File: src/rtl/cache_line_pkg.sv
// Shared types and geometry helpers for the cache line port and its FIFOs.
// A line address concatenated with a word index always forms a 23-bit word address.
package cache_line_pkg;

  localparam int WADDRW = 23;

  typedef enum logic [1:0] {
    IDLE     = 2'd0,
    RD_ISSUE = 2'd1,
    WR_ISSUE = 2'd2,
    WR_WAIT  = 2'd3
  } state_e;

  function automatic int words_of(input int offsetwidth);
    return 2 ** (offsetwidth - 1);
  endfunction

  function automatic int line_addr_width(input int offsetwidth);
    return 24 - offsetwidth;
  endfunction

endpackage

File: src/rtl/sync_fifo.sv
// Single-clock show-ahead FIFO with an occupancy count.
// The head reads as zero while empty; a push while full and a pop while empty are dropped.
module sync_fifo #(
  parameter int WIDTH = 16,
  parameter int DEPTH = 16
) (
  input  logic                       clock,
  input  logic                       reset,
  input  logic                       push,
  input  logic                       pop,
  input  logic [WIDTH-1:0]           din,
  output logic [WIDTH-1:0]           dout,
  output logic [$clog2(DEPTH+1)-1:0] count
);

  localparam int PTRW = (DEPTH > 1) ? $clog2(DEPTH) : 1;
  localparam int CNTW = $clog2(DEPTH + 1);

  logic [WIDTH-1:0] mem_q [DEPTH];
  logic [PTRW-1:0]  wr_ptr_q, rd_ptr_q;
  logic [CNTW-1:0]  count_q;
  logic             full, empty, do_push, do_pop;

  assign full    = (count_q == CNTW'(DEPTH));
  assign empty   = (count_q == '0);
  assign do_push = push && !full;
  assign do_pop  = pop && !empty;
  assign count   = count_q;
  assign dout    = empty ? '0 : mem_q[rd_ptr_q];

  // Explicit wrap keeps non-power-of-two depths correct.
  function automatic logic [PTRW-1:0] ptr_inc(input logic [PTRW-1:0] p);
    return (p == PTRW'(DEPTH - 1)) ? '0 : p + PTRW'(1);
  endfunction

  always_ff @(posedge clock) begin
    if (do_push) mem_q[wr_ptr_q] <= din;
  end

  always_ff @(posedge clock or posedge reset) begin
    if (reset) begin
      wr_ptr_q <= '0;
      rd_ptr_q <= '0;
      count_q  <= '0;
    end else begin
      if (do_push) wr_ptr_q <= ptr_inc(wr_ptr_q);
      if (do_pop)  rd_ptr_q <= ptr_inc(rd_ptr_q);
      case ({do_push, do_pop})
        2'b10:   count_q <= count_q + CNTW'(1);
        2'b01:   count_q <= count_q - CNTW'(1);
        default: count_q <= count_q;
      endcase
    end
  end

endmodule

File: src/rtl/cache_line_port.sv
// SDRAM-side responder for cache line fills and evictions: owns both transfer
// FIFOs and sequences one word command per line word to the SDRAM controller.
module cache_line_port
  import cache_line_pkg::*;
#(
  parameter int OFFSETWIDTH   = 5,
  parameter int WORDS         = words_of(OFFSETWIDTH),
  parameter int LINEADDRWIDTH = line_addr_width(OFFSETWIDTH)
) (
  input  logic                     clock,
  input  logic                     reset,
  input  logic                     readreq,
  input  logic                     writereq,
  input  logic [LINEADDRWIDTH-1:0] rd_line_addr,
  input  logic [LINEADDRWIDTH-1:0] wr_line_addr,
  output logic                     rd_accept,
  output logic                     wr_accept,
  input  logic                     read,
  input  logic                     write,
  input  logic [15:0]              data_to_ram,
  output logic [15:0]              data_from_ram,
  output logic                     readready,
  output logic                     writeready,
  output logic                     busy,
  output logic                     mem_cmd_valid,
  input  logic                     mem_cmd_ready,
  output logic                     mem_we,
  output logic [WADDRW-1:0]        mem_addr,
  output logic [15:0]              mem_wdata,
  input  logic                     mem_rvalid,
  input  logic [15:0]              mem_rdata
);

  localparam int IDXW = OFFSETWIDTH - 1;
  localparam int CNTW = $clog2(WORDS + 1);
  localparam logic [CNTW-1:0] WORDS_C = CNTW'(WORDS);
  localparam logic [CNTW-1:0] LAST_C  = CNTW'(WORDS - 1);
  localparam logic [CNTW-1:0] ONE_C   = CNTW'(1);

  state_e                   state_q;
  logic [LINEADDRWIDTH-1:0] line_q;
  logic [CNTW-1:0]          cmd_cnt_q, ret_cnt_q, outst_q, outst_d;
  logic                     rd_accept_q, wr_accept_q, cmd_valid_q, we_q;
  logic [WADDRW-1:0]        addr_q;

  logic                     cmd_fire, rd_push, wr_pop;
  logic [15:0]              rfifo_dout, wfifo_dout;
  logic [CNTW-1:0]          rcount, wcount;

  assign cmd_fire = cmd_valid_q && mem_cmd_ready;
  // Returns with nothing outstanding are stale (issued before a reset) and are dropped.
  assign rd_push  = mem_rvalid && (outst_q != '0) && (state_q == RD_ISSUE);
  assign wr_pop   = cmd_fire && (state_q == WR_ISSUE);

  always_comb begin
    outst_d = outst_q;
    if (cmd_fire && !we_q) outst_d = outst_d + ONE_C;
    if (rd_push)           outst_d = outst_d - ONE_C;
  end

  sync_fifo #(.WIDTH(16), .DEPTH(WORDS)) u_rd_fifo (
    .clock (clock),
    .reset (reset),
    .push  (rd_push),
    .pop   (read),
    .din   (mem_rdata),
    .dout  (rfifo_dout),
    .count (rcount)
  );

  sync_fifo #(.WIDTH(16), .DEPTH(WORDS)) u_wr_fifo (
    .clock (clock),
    .reset (reset),
    .push  (write),
    .pop   (wr_pop),
    .din   (data_to_ram),
    .dout  (wfifo_dout),
    .count (wcount)
  );

  always_ff @(posedge clock or posedge reset) begin
    if (reset) begin
      state_q     <= IDLE;
      line_q      <= '0;
      cmd_cnt_q   <= '0;
      ret_cnt_q   <= '0;
      outst_q     <= '0;
      rd_accept_q <= 1'b0;
      wr_accept_q <= 1'b0;
      cmd_valid_q <= 1'b0;
      we_q        <= 1'b0;
      addr_q      <= '0;
    end else begin
      rd_accept_q <= 1'b0;
      wr_accept_q <= 1'b0;
      outst_q     <= outst_d;
      case (state_q)
        IDLE: begin
          cmd_cnt_q <= '0;
          ret_cnt_q <= '0;
          // A fill waits for the cache to drain the previous line first.
          if (readreq && (rcount == '0)) begin
            line_q      <= rd_line_addr;
            rd_accept_q <= 1'b1;
            cmd_valid_q <= 1'b1;
            we_q        <= 1'b0;
            addr_q      <= {rd_line_addr, IDXW'(0)};
            state_q     <= RD_ISSUE;
          end else if (writereq) begin
            line_q      <= wr_line_addr;
            wr_accept_q <= 1'b1;
            state_q     <= WR_WAIT;
          end
        end
        RD_ISSUE: begin
          if (cmd_fire) begin
            cmd_cnt_q <= cmd_cnt_q + ONE_C;
            if (cmd_cnt_q == LAST_C) cmd_valid_q <= 1'b0;
            else addr_q <= {line_q, cmd_cnt_q[IDXW-1:0] + IDXW'(1)};
          end
          if (rd_push) begin
            ret_cnt_q <= ret_cnt_q + ONE_C;
            if (ret_cnt_q == LAST_C) state_q <= IDLE;
          end
        end
        WR_WAIT: begin
          if (wcount == WORDS_C) begin
            cmd_valid_q <= 1'b1;
            we_q        <= 1'b1;
            addr_q      <= {line_q, IDXW'(0)};
            state_q     <= WR_ISSUE;
          end
        end
        WR_ISSUE: begin
          if (cmd_fire) begin
            cmd_cnt_q <= cmd_cnt_q + ONE_C;
            if (cmd_cnt_q == LAST_C) begin
              cmd_valid_q <= 1'b0;
              we_q        <= 1'b0;
              state_q     <= IDLE;
            end else begin
              addr_q <= {line_q, cmd_cnt_q[IDXW-1:0] + IDXW'(1)};
            end
          end
        end
        default: state_q <= IDLE;
      endcase
    end
  end

  assign rd_accept     = rd_accept_q;
  assign wr_accept     = wr_accept_q;
  assign busy          = (state_q != IDLE);
  assign mem_cmd_valid = cmd_valid_q;
  assign mem_we        = we_q;
  assign mem_addr      = addr_q;
  // The write FIFO head only moves on a handshake, so write data holds through stalls.
  assign mem_wdata     = (state_q == WR_ISSUE) ? wfifo_dout : 16'h0000;
  assign data_from_ram = rfifo_dout;
  assign readready     = (rcount != '0);
  assign writeready    = (wcount != WORDS_C);

endmodule

File: config.mk
export PLATFORM = sky130hd
export DESIGN_NAME = cache_line_port
export DESIGN_NICKNAME = d
export VERILOG_FILES = /design/src/rtl/cache_line_pkg.sv /design/src/rtl/sync_fifo.sv /design/src/rtl/cache_line_port.sv
export SDC_FILE = /design/constraint.sdc
export NUM_CORES = 1
export LEC_CHECK = 0
export CELL_PAD_IN_SITES_DETAIL_PLACEMENT = 0
export CELL_PAD_IN_SITES_GLOBAL_PLACEMENT = 1
export CORE_ASPECT_RATIO = 1.1
export CORE_UTILIZATION = 47
export CTS_BUF_LIST = sky130_fd_sc_hd__clkbuf_8 sky130_fd_sc_hd__clkbuf_16
export CTS_CLUSTER_DIAMETER = 30
export DETAILED_ROUTE_END_ITERATION = 10
export GPL_ROUTABILITY_DRIVEN = 0
export PLACE_DENSITY_LB_ADDON = 0.25
export SYNTH_ARGS = -nofsm -noshare
export SYNTH_HDL_FRONTEND = slang
export SYNTH_SLANG_ARGS = --single-unit
File: constraint.sdc
create_clock -name clock -period 3.3 [get_ports clock]
set_input_delay 0.825 -clock clock [delete_from_list [all_inputs] [get_ports clock]]
set_output_delay 0.825 -clock clock [all_outputs]
set_load 0.05 [all_outputs]
# After elaboration in Yosys (flattened, before gate mapping)
# Memories as Yosys holds them, arrays and structs flattened.
# Cells that the tools add are included.
# word_totals
register_bits	89
mem_bits_rw	512
inputBits	78
output_inout_bits	62
wordCells	138
mem_count	2
# op_classes
add_sub_neg	13
n_eq_ne	26
n_mux	46
reduce_logical	35
# memory_table
name	depth	word_bits	read_ports	rd_ports_with_merged_regs	wr	line_no	text
u_rd_fifo.mem_q	16	16	1	0	1	sync_fifo.sv:19	logic [WIDTH-1:0] mem_q [DEPTH];
u_wr_fifo.mem_q	16	16	1	0	1	sync_fifo.sv:19	
# op_table
cell	count
23-bit 2-to-1 mux	4
23-bit one-hot mux with 3 select lines	1
16-bit 2-to-1 mux	3
5-bit one-hot mux with 2 select lines	4
19-bit 2-to-1 mux	2
5-bit by 1-bit adder with 5-bit output (second input constant)	5
4-bit by 1-bit adder with 4-bit output (second input constant)	5
5-bit 2-to-1 mux	4
4-bit equality test (second input constant)	4
4-bit 2-to-1 mux	4
5-bit by 1-bit subtractor with 5-bit output (second input constant)	3
1-bit 2-to-1 mux	14
2-bit 2-to-1 mux	7
2-bit by 1-bit inequality test with 1-bit output (second input constant)	6
2-bit nonzero test	6
5-bit by 4-bit equality test with 1-bit output (second input constant)	2
5-bit equality test (second input constant)	2
1-bit logical AND	10
5-bit logical NOT	2
5-bit nonzero test	2
2-bit equality test (second input constant)	4
2-bit one-hot mux with 4 select lines	1
4-bit AND reduction	2
2-bit by 1-bit equality test with 1-bit output (second input constant)	3
11 further kinds	20

# Logic depth before layout (Yosys ltp)
# depth
ltp_word	6
depth_mapped	13
depth_no_buf	12

# Hierarchy
# Synthesis repeated with hierarchy kept, for this count alone.
# hier_totals
cells_unflattened	1345
hier_area_um2	24792.5
# by_module_without_submodules
mod	instances	cells_each	area_per_inst_um2	seq_area_each_um2
sync_fifo (u_rd_fifo)	1	528	10674.0	8012.7
sync_fifo (u_wr_fifo)	1	494	10635.2	8012.7
cache_line_port	1	323	3483.3	1576.5

# Worst setup path before layout
# Ideal clock, no wire load.
# synth_path
kind	input -> register
from	input port mem_rvalid
to	memory u_rd_fifo.mem_q[3][0], enable pin
setup_time_ps	430
arrival_time_ps	3240
setup_slack_ps	-370
stages	4
n_path_buf	0
path_cell_list	nand2_1 -> a211oi_1 -> inv_1 -> nor4_1
# synth_between
elab_chain_len	5
# synth_rtl
element	line_no	text
start, declared	cache_line_port.sv:30	input logic mem_rvalid,
1-bit logical AND (2 in series)	cache_line_port.sv:52	assign rd_push = mem_rvalid && (outst_q != '0) && (state_q == RD_ISSUE);
1-bit logical AND	sync_fifo.sv:26	assign do_push = push && !full;
1-bit 2-to-1 mux	sync_fifo.sv:37	if (do_push) mem_q[wr_ptr_q] <= din;
1-bit 2-to-1 mux (not written as such)	sync_fifo.sv:37	
end, declared	sync_fifo.sv:19	
# Every way passes these cells.

# Worst setup path in the final report
# layout_path
from	register u_rd_fifo.rd_ptr_q[0]
to	output port data_from_ram[13]
# layout_between
elab_chain_len	2
# layout_rtl
element	line_no	text
start, declared	sync_fifo.sv:20	logic [PTRW-1:0] wr_ptr_q, rd_ptr_q;
start signal, assigned	sync_fifo.sv:47	if (do_pop) rd_ptr_q <= ptr_inc(rd_ptr_q);
memory 16 x 16 bit	--	
16-bit 2-to-1 mux	sync_fifo.sv:29	assign dout = empty ? '0 : mem_q[rd_ptr_q];
end, declared	cache_line_port.sv:21	output logic [15:0] data_from_ram,
# Every way passes these cells.

==> impl_metrics.json <==
{
  "synth_edf_count": 512,
  "setup_viol": 0,
  "core.rowCount": 86,
  "coreArea_sq_um": 50470,
  "cts_buffers": 110,
  "startpoint_type": "register",
  "drive_gt1_frac": 0.3538,
  "drtIter0Drc": 821,
  "worstHoldPathType": "register to register",
  "seq_power_share": 0.305,
  "max_freq_mhz": 303.7,
  "p_sw_frac": 0.3300,
  "pre_cts_slack_ps": -210.7,
  "outcome": "finished clean",
  "rsz0062_at_grt": "yes",
  "slew_viol_final": 0,
  "avgViaCountPerCell": 5.624,
  "fin_crit_sh": 0.9980,
  "r2r_end": "u_wr_fifo.count[4]$_DFFE_PP0P_",
  "track_usage": 0.2223,
  "route.met3.wl_um": 2991,
  "grt-ovfl-total": 0,
  "required_ps": 2470,
  "power.share.clock": 0.353,
  "dr_wl_met2_um": 29660,
  "grt_pass1_wl_um": 84760,
  "clkTransAtPathRegs_ps": 50,
  "worstPathArrival_ps": 2470,
  "htree_num_levels": 3,
  "worstMarginPinSlew_ps": 611.7,
  "reg2regPathDepth": 11,
  "tritoncts": "built",
  "postSynthCellCount": 1283,
  "period_needed_ps": 3293,
  "drt-met1-wl_um": 22060,
  "leakagePower_nw": 11.15,
  "grt_max_degree": 44,
  "worstSkewPairLatency_ps": 650,
  "r2r_setup_slack_ps": 480,
  "cp-end-kind": "output port",
  "synth.ff_latch_count": 601,
  "wl_um": 56090,
  "clkSinkCount": 601,
  "dr.max_layer_used": "met5",
  "boundaryPins": 140,
  "antenna_found_initial": 2,
  "dpl.cell_count": 2107,
  "wl_per_cell_um": 23.97,
  "p_per_area_nw_per_um2": 1010,
  "final_hold_viol_count": 0,
  "dp_hpwl_um": 32800,
  "timing.rr.start": "u_wr_fifo.count[1]$_DFFE_PP0P_",
  "die_h_um": 239.8,
  "fin_nets": 1691,
  "p_comb_frac": 0.342,
  "slew_headroom": 0.5909,
  "drc": 0,
  "worstPathMaxFanout": 7,
  "fin_skew_ps": 19.79,
  "async_reset_ff_frac": 0.1481,
  "synth_ff_type": "edfxtp_1",
  "postSynthAreaPerCell_sq_um": 18.83,
  "holdPathStages": 2,
  "fp.dieW_um": 218.2,
  "initial_core_util": 0.4787,
  "p_int_w": 0.02149,
  "firstDrtPassIters": 5,
  "cts_max_path_buffers": 3,
  "max-vdd-ir-drop_v": 0.0009237,
  "clockRootBuffer": "clkbuf_16",
  "timing.hold.ws_ps": 499.2,
  "setup_slack_ps": 6.736,
  "critPathKind": "register to output port",
  "power_switching_w": 0.01058,
  "synthDistinctLibCells": 54,
  "holdCritStartpoint": "ret_cnt_q[4]$_DFFE_PP0P_",
  "area_growth_pct": 31.39,
  "grt_pass1_vias": 14040,
  "yosys_warnings": 0,
  "vias": 13160,
  "syn-num-nets": 1391,
  "ant_nets": 0,
  "die_area_sq_um": 52320,
  "maxCapViolations": 0,
  "final_core_util": 0.6290,
  "fin_cells": 2340,
  "yosysSeqAreaShare": 0.7286,
  "port-buffer-count": 139,
  "syn_area_sq_um": 24160,
  "hold_end": "ret_cnt_q[4]$_DFFE_PP0P_"
}
-- flip-flops by register name, indices dropped and copies added, names as in the netlist --
| signal | cells |
|---|---|
| mem_addr | 23 |
| state_q | 2 |
| wr_accept | 1 |
| u_wr_fifo.mem_q | 256 |
| ret_cnt_q | 5 |
| u_wr_fifo.count | 5 |
| u_rd_fifo.rd_ptr_q | 4 |
| u_rd_fifo.wr_ptr_q | 4 |
| u_rd_fifo.count | 5 |
| outst_q | 5 |
| u_rd_fifo.mem_q | 256 |
| u_wr_fifo.wr_ptr_q | 4 |
| mem_cmd_valid | 1 |
| u_wr_fifo.rd_ptr_q | 4 |
| rd_accept | 1 |
| mem_we | 1 |
| line_q | 19 |
| cmd_cnt_q | 5 |
-- per-stage QoR --
step,power [W],instance area [sq um],setup TNS (ps)
floorplan,0.01640,24160,-23700
global placement,0.01953,27080,-205.1
detailed placement,0.01968,27080,-210.7
CTS,0.03204,31510,-291.5
global route,0.03340,31740,-523.0
finish,0.03208,31740,0
-- cells by family (layout without fill, tap and decap cells) --
group | Yosys count | count (layout) | share of synthesized area
adder cells (fa/ha/maj) | 30 | 30 | 0.01585
AO/OA/AOI/OAI | 154 | 154 | 0.04019
multiplexers | 206 | 206 | 0.1539
buffers and inverters | 102 | 498 | 0.01719
AND/OR/NAND/NOR | 164 | 164 | 0.03491
XOR/XNOR | 26 | 26 | 0.009426
other | 0 | 1 | 0
flip-flops | 601 | 601 | 0.7286
-- power by group through the flow --
stage | sequential [W] | combinational [W] | clock [W]
2_1_floorplan | 0.0101 | 0.00627 | 0
3_3_place_gp | 0.0100 | 0.00951 | 0
3_5_place_dp | 0.0101 | 0.00962 | 0
4_1_cts | 0.00979 | 0.0107 | 0.0115
5_1_grt | 0.00989 | 0.0117 | 0.0118
6_report | 0.00979 | 0.0110 | 0.0113
-- synth_stat cells, types with 3 or more instances --
library cell  count  share of area
buf_2            20         0.0041
nor2b_1           3        0.00078
mux2i_1          35          0.015
and4_1            4         0.0014
nand4_1           6         0.0016
a22oi_1          19         0.0059
o22ai_1          50          0.013
xor2_1           12         0.0044
a211oi_1          4         0.0012
and2_1           18         0.0047
mux4_2          128           0.12
o21ai_0          28         0.0058
clkbuf_1         40         0.0062
mux2_2           43          0.020
nor2_1           38         0.0059
nor4_1            5         0.0013
dfrtp_1          89          0.092
and3_1            3        0.00078
ha_1             29          0.015
a21o_1            3        0.00093
edfxtp_1        512           0.64
buf_1             7         0.0011
nor3_1           21         0.0044
nand2b_1          5         0.0013
nand2_1          34         0.0053
nand3_1          17         0.0035
xnor2_1          14         0.0051
a21oi_1          31         0.0064
inv_1            33         0.0051
-- critical path, stage by stage, from the launching register on --
cell and delay, ps:
dfrtp_4 430, buf_12 160, buf_16 150, mux4_2 530, mux2i_2 210, o22ai_2 140, buf_6 180
-- metal layers --
metal,track usage,up-vias
li1,-,5847
met5,0,-
met2,0.3878,372
met3,0.03949,91
met1,0.2751,6849
met4,0.08519,2
-- worst max-delay path by stage --
stage	startpoint	to	slack [ps]	cells past startpoint
detailed placement	mem_cmd_ready	u_wr_fifo.count[4]$_DFFE_PP0P_	-210	12
finish	u_rd_fifo.rd_ptr_q[0]$_DFFE_PP0P_	data_from_ram[13]	7	6
global route	u_rd_fifo.rd_ptr_q[0]$_DFFE_PP0P_	data_from_ram[13]	-70	6
CTS	u_wr_fifo.rd_ptr_q[0]$_DFFE_PP0P_	mem_wdata[3]	-60	6
global placement	mem_cmd_ready	u_wr_fifo.count[4]$_DFFE_PP0P_	-210	12
floorplan	mem_rvalid	u_rd_fifo.mem_q[3][0]$_DFFE_PP_	-370	4
-- cells in the final DEF (no fill, tap or decap), types with 8 or more instances in the layout --
master	Yosys	final
clkinv_4	0	15
nor2_1	38	33
edfxtp_1	512	512
inv_1	33	43
clkinv_2	0	14
clkbuf_16	0	112
ha_1	29	29
dfrtp_1	89	83
nand2_1	34	32
nor3_2	0	11
buf_6	0	20
clkinvlp_4	0	19
mux2i_1	35	21
xor2_1	12	12
nand3_1	17	17
nor3_1	21	8
mux2_2	43	43
buf_4	2	94
and2_1	18	18
a21oi_1	31	31
o22ai_2	0	25
mux2i_2	0	13
buf_12	0	24
xnor2_1	14	14
o22ai_1	50	23
clkdlybuf4s50_1	0	106
bufinv_16	0	16
buf_16	0	8
inv_6	0	10
o21ai_0	28	28
mux4_2	128	128
a22oi_1	19	19
-- area by class of cell --
class | instances | area (sq um)
clock buffers | 112 | 2780
fillers | 3544 | 18720
multi-input cells | 580 | 6541
diodes | 1 | 2.502
well taps | 660 | 825.8
repair buffers | 257 | 2788
flip-flops and latches | 601 | 17620
inverters | 33 | 126.4
clock inverters | 96 | 1062
-- timing repair --
action | in CTS | in global routing
hold buffers | 0 | 0
pin swaps | 3 | 8
setup buffers | 17 | 1
gates resized for setup | 72 | 33
cloned | 4 | 2
endpoints found under the hold margin | 0 | 0
endpoints found under the setup margin | 33 | 31
Note: power is estimated with default switching activity, not from simulation.
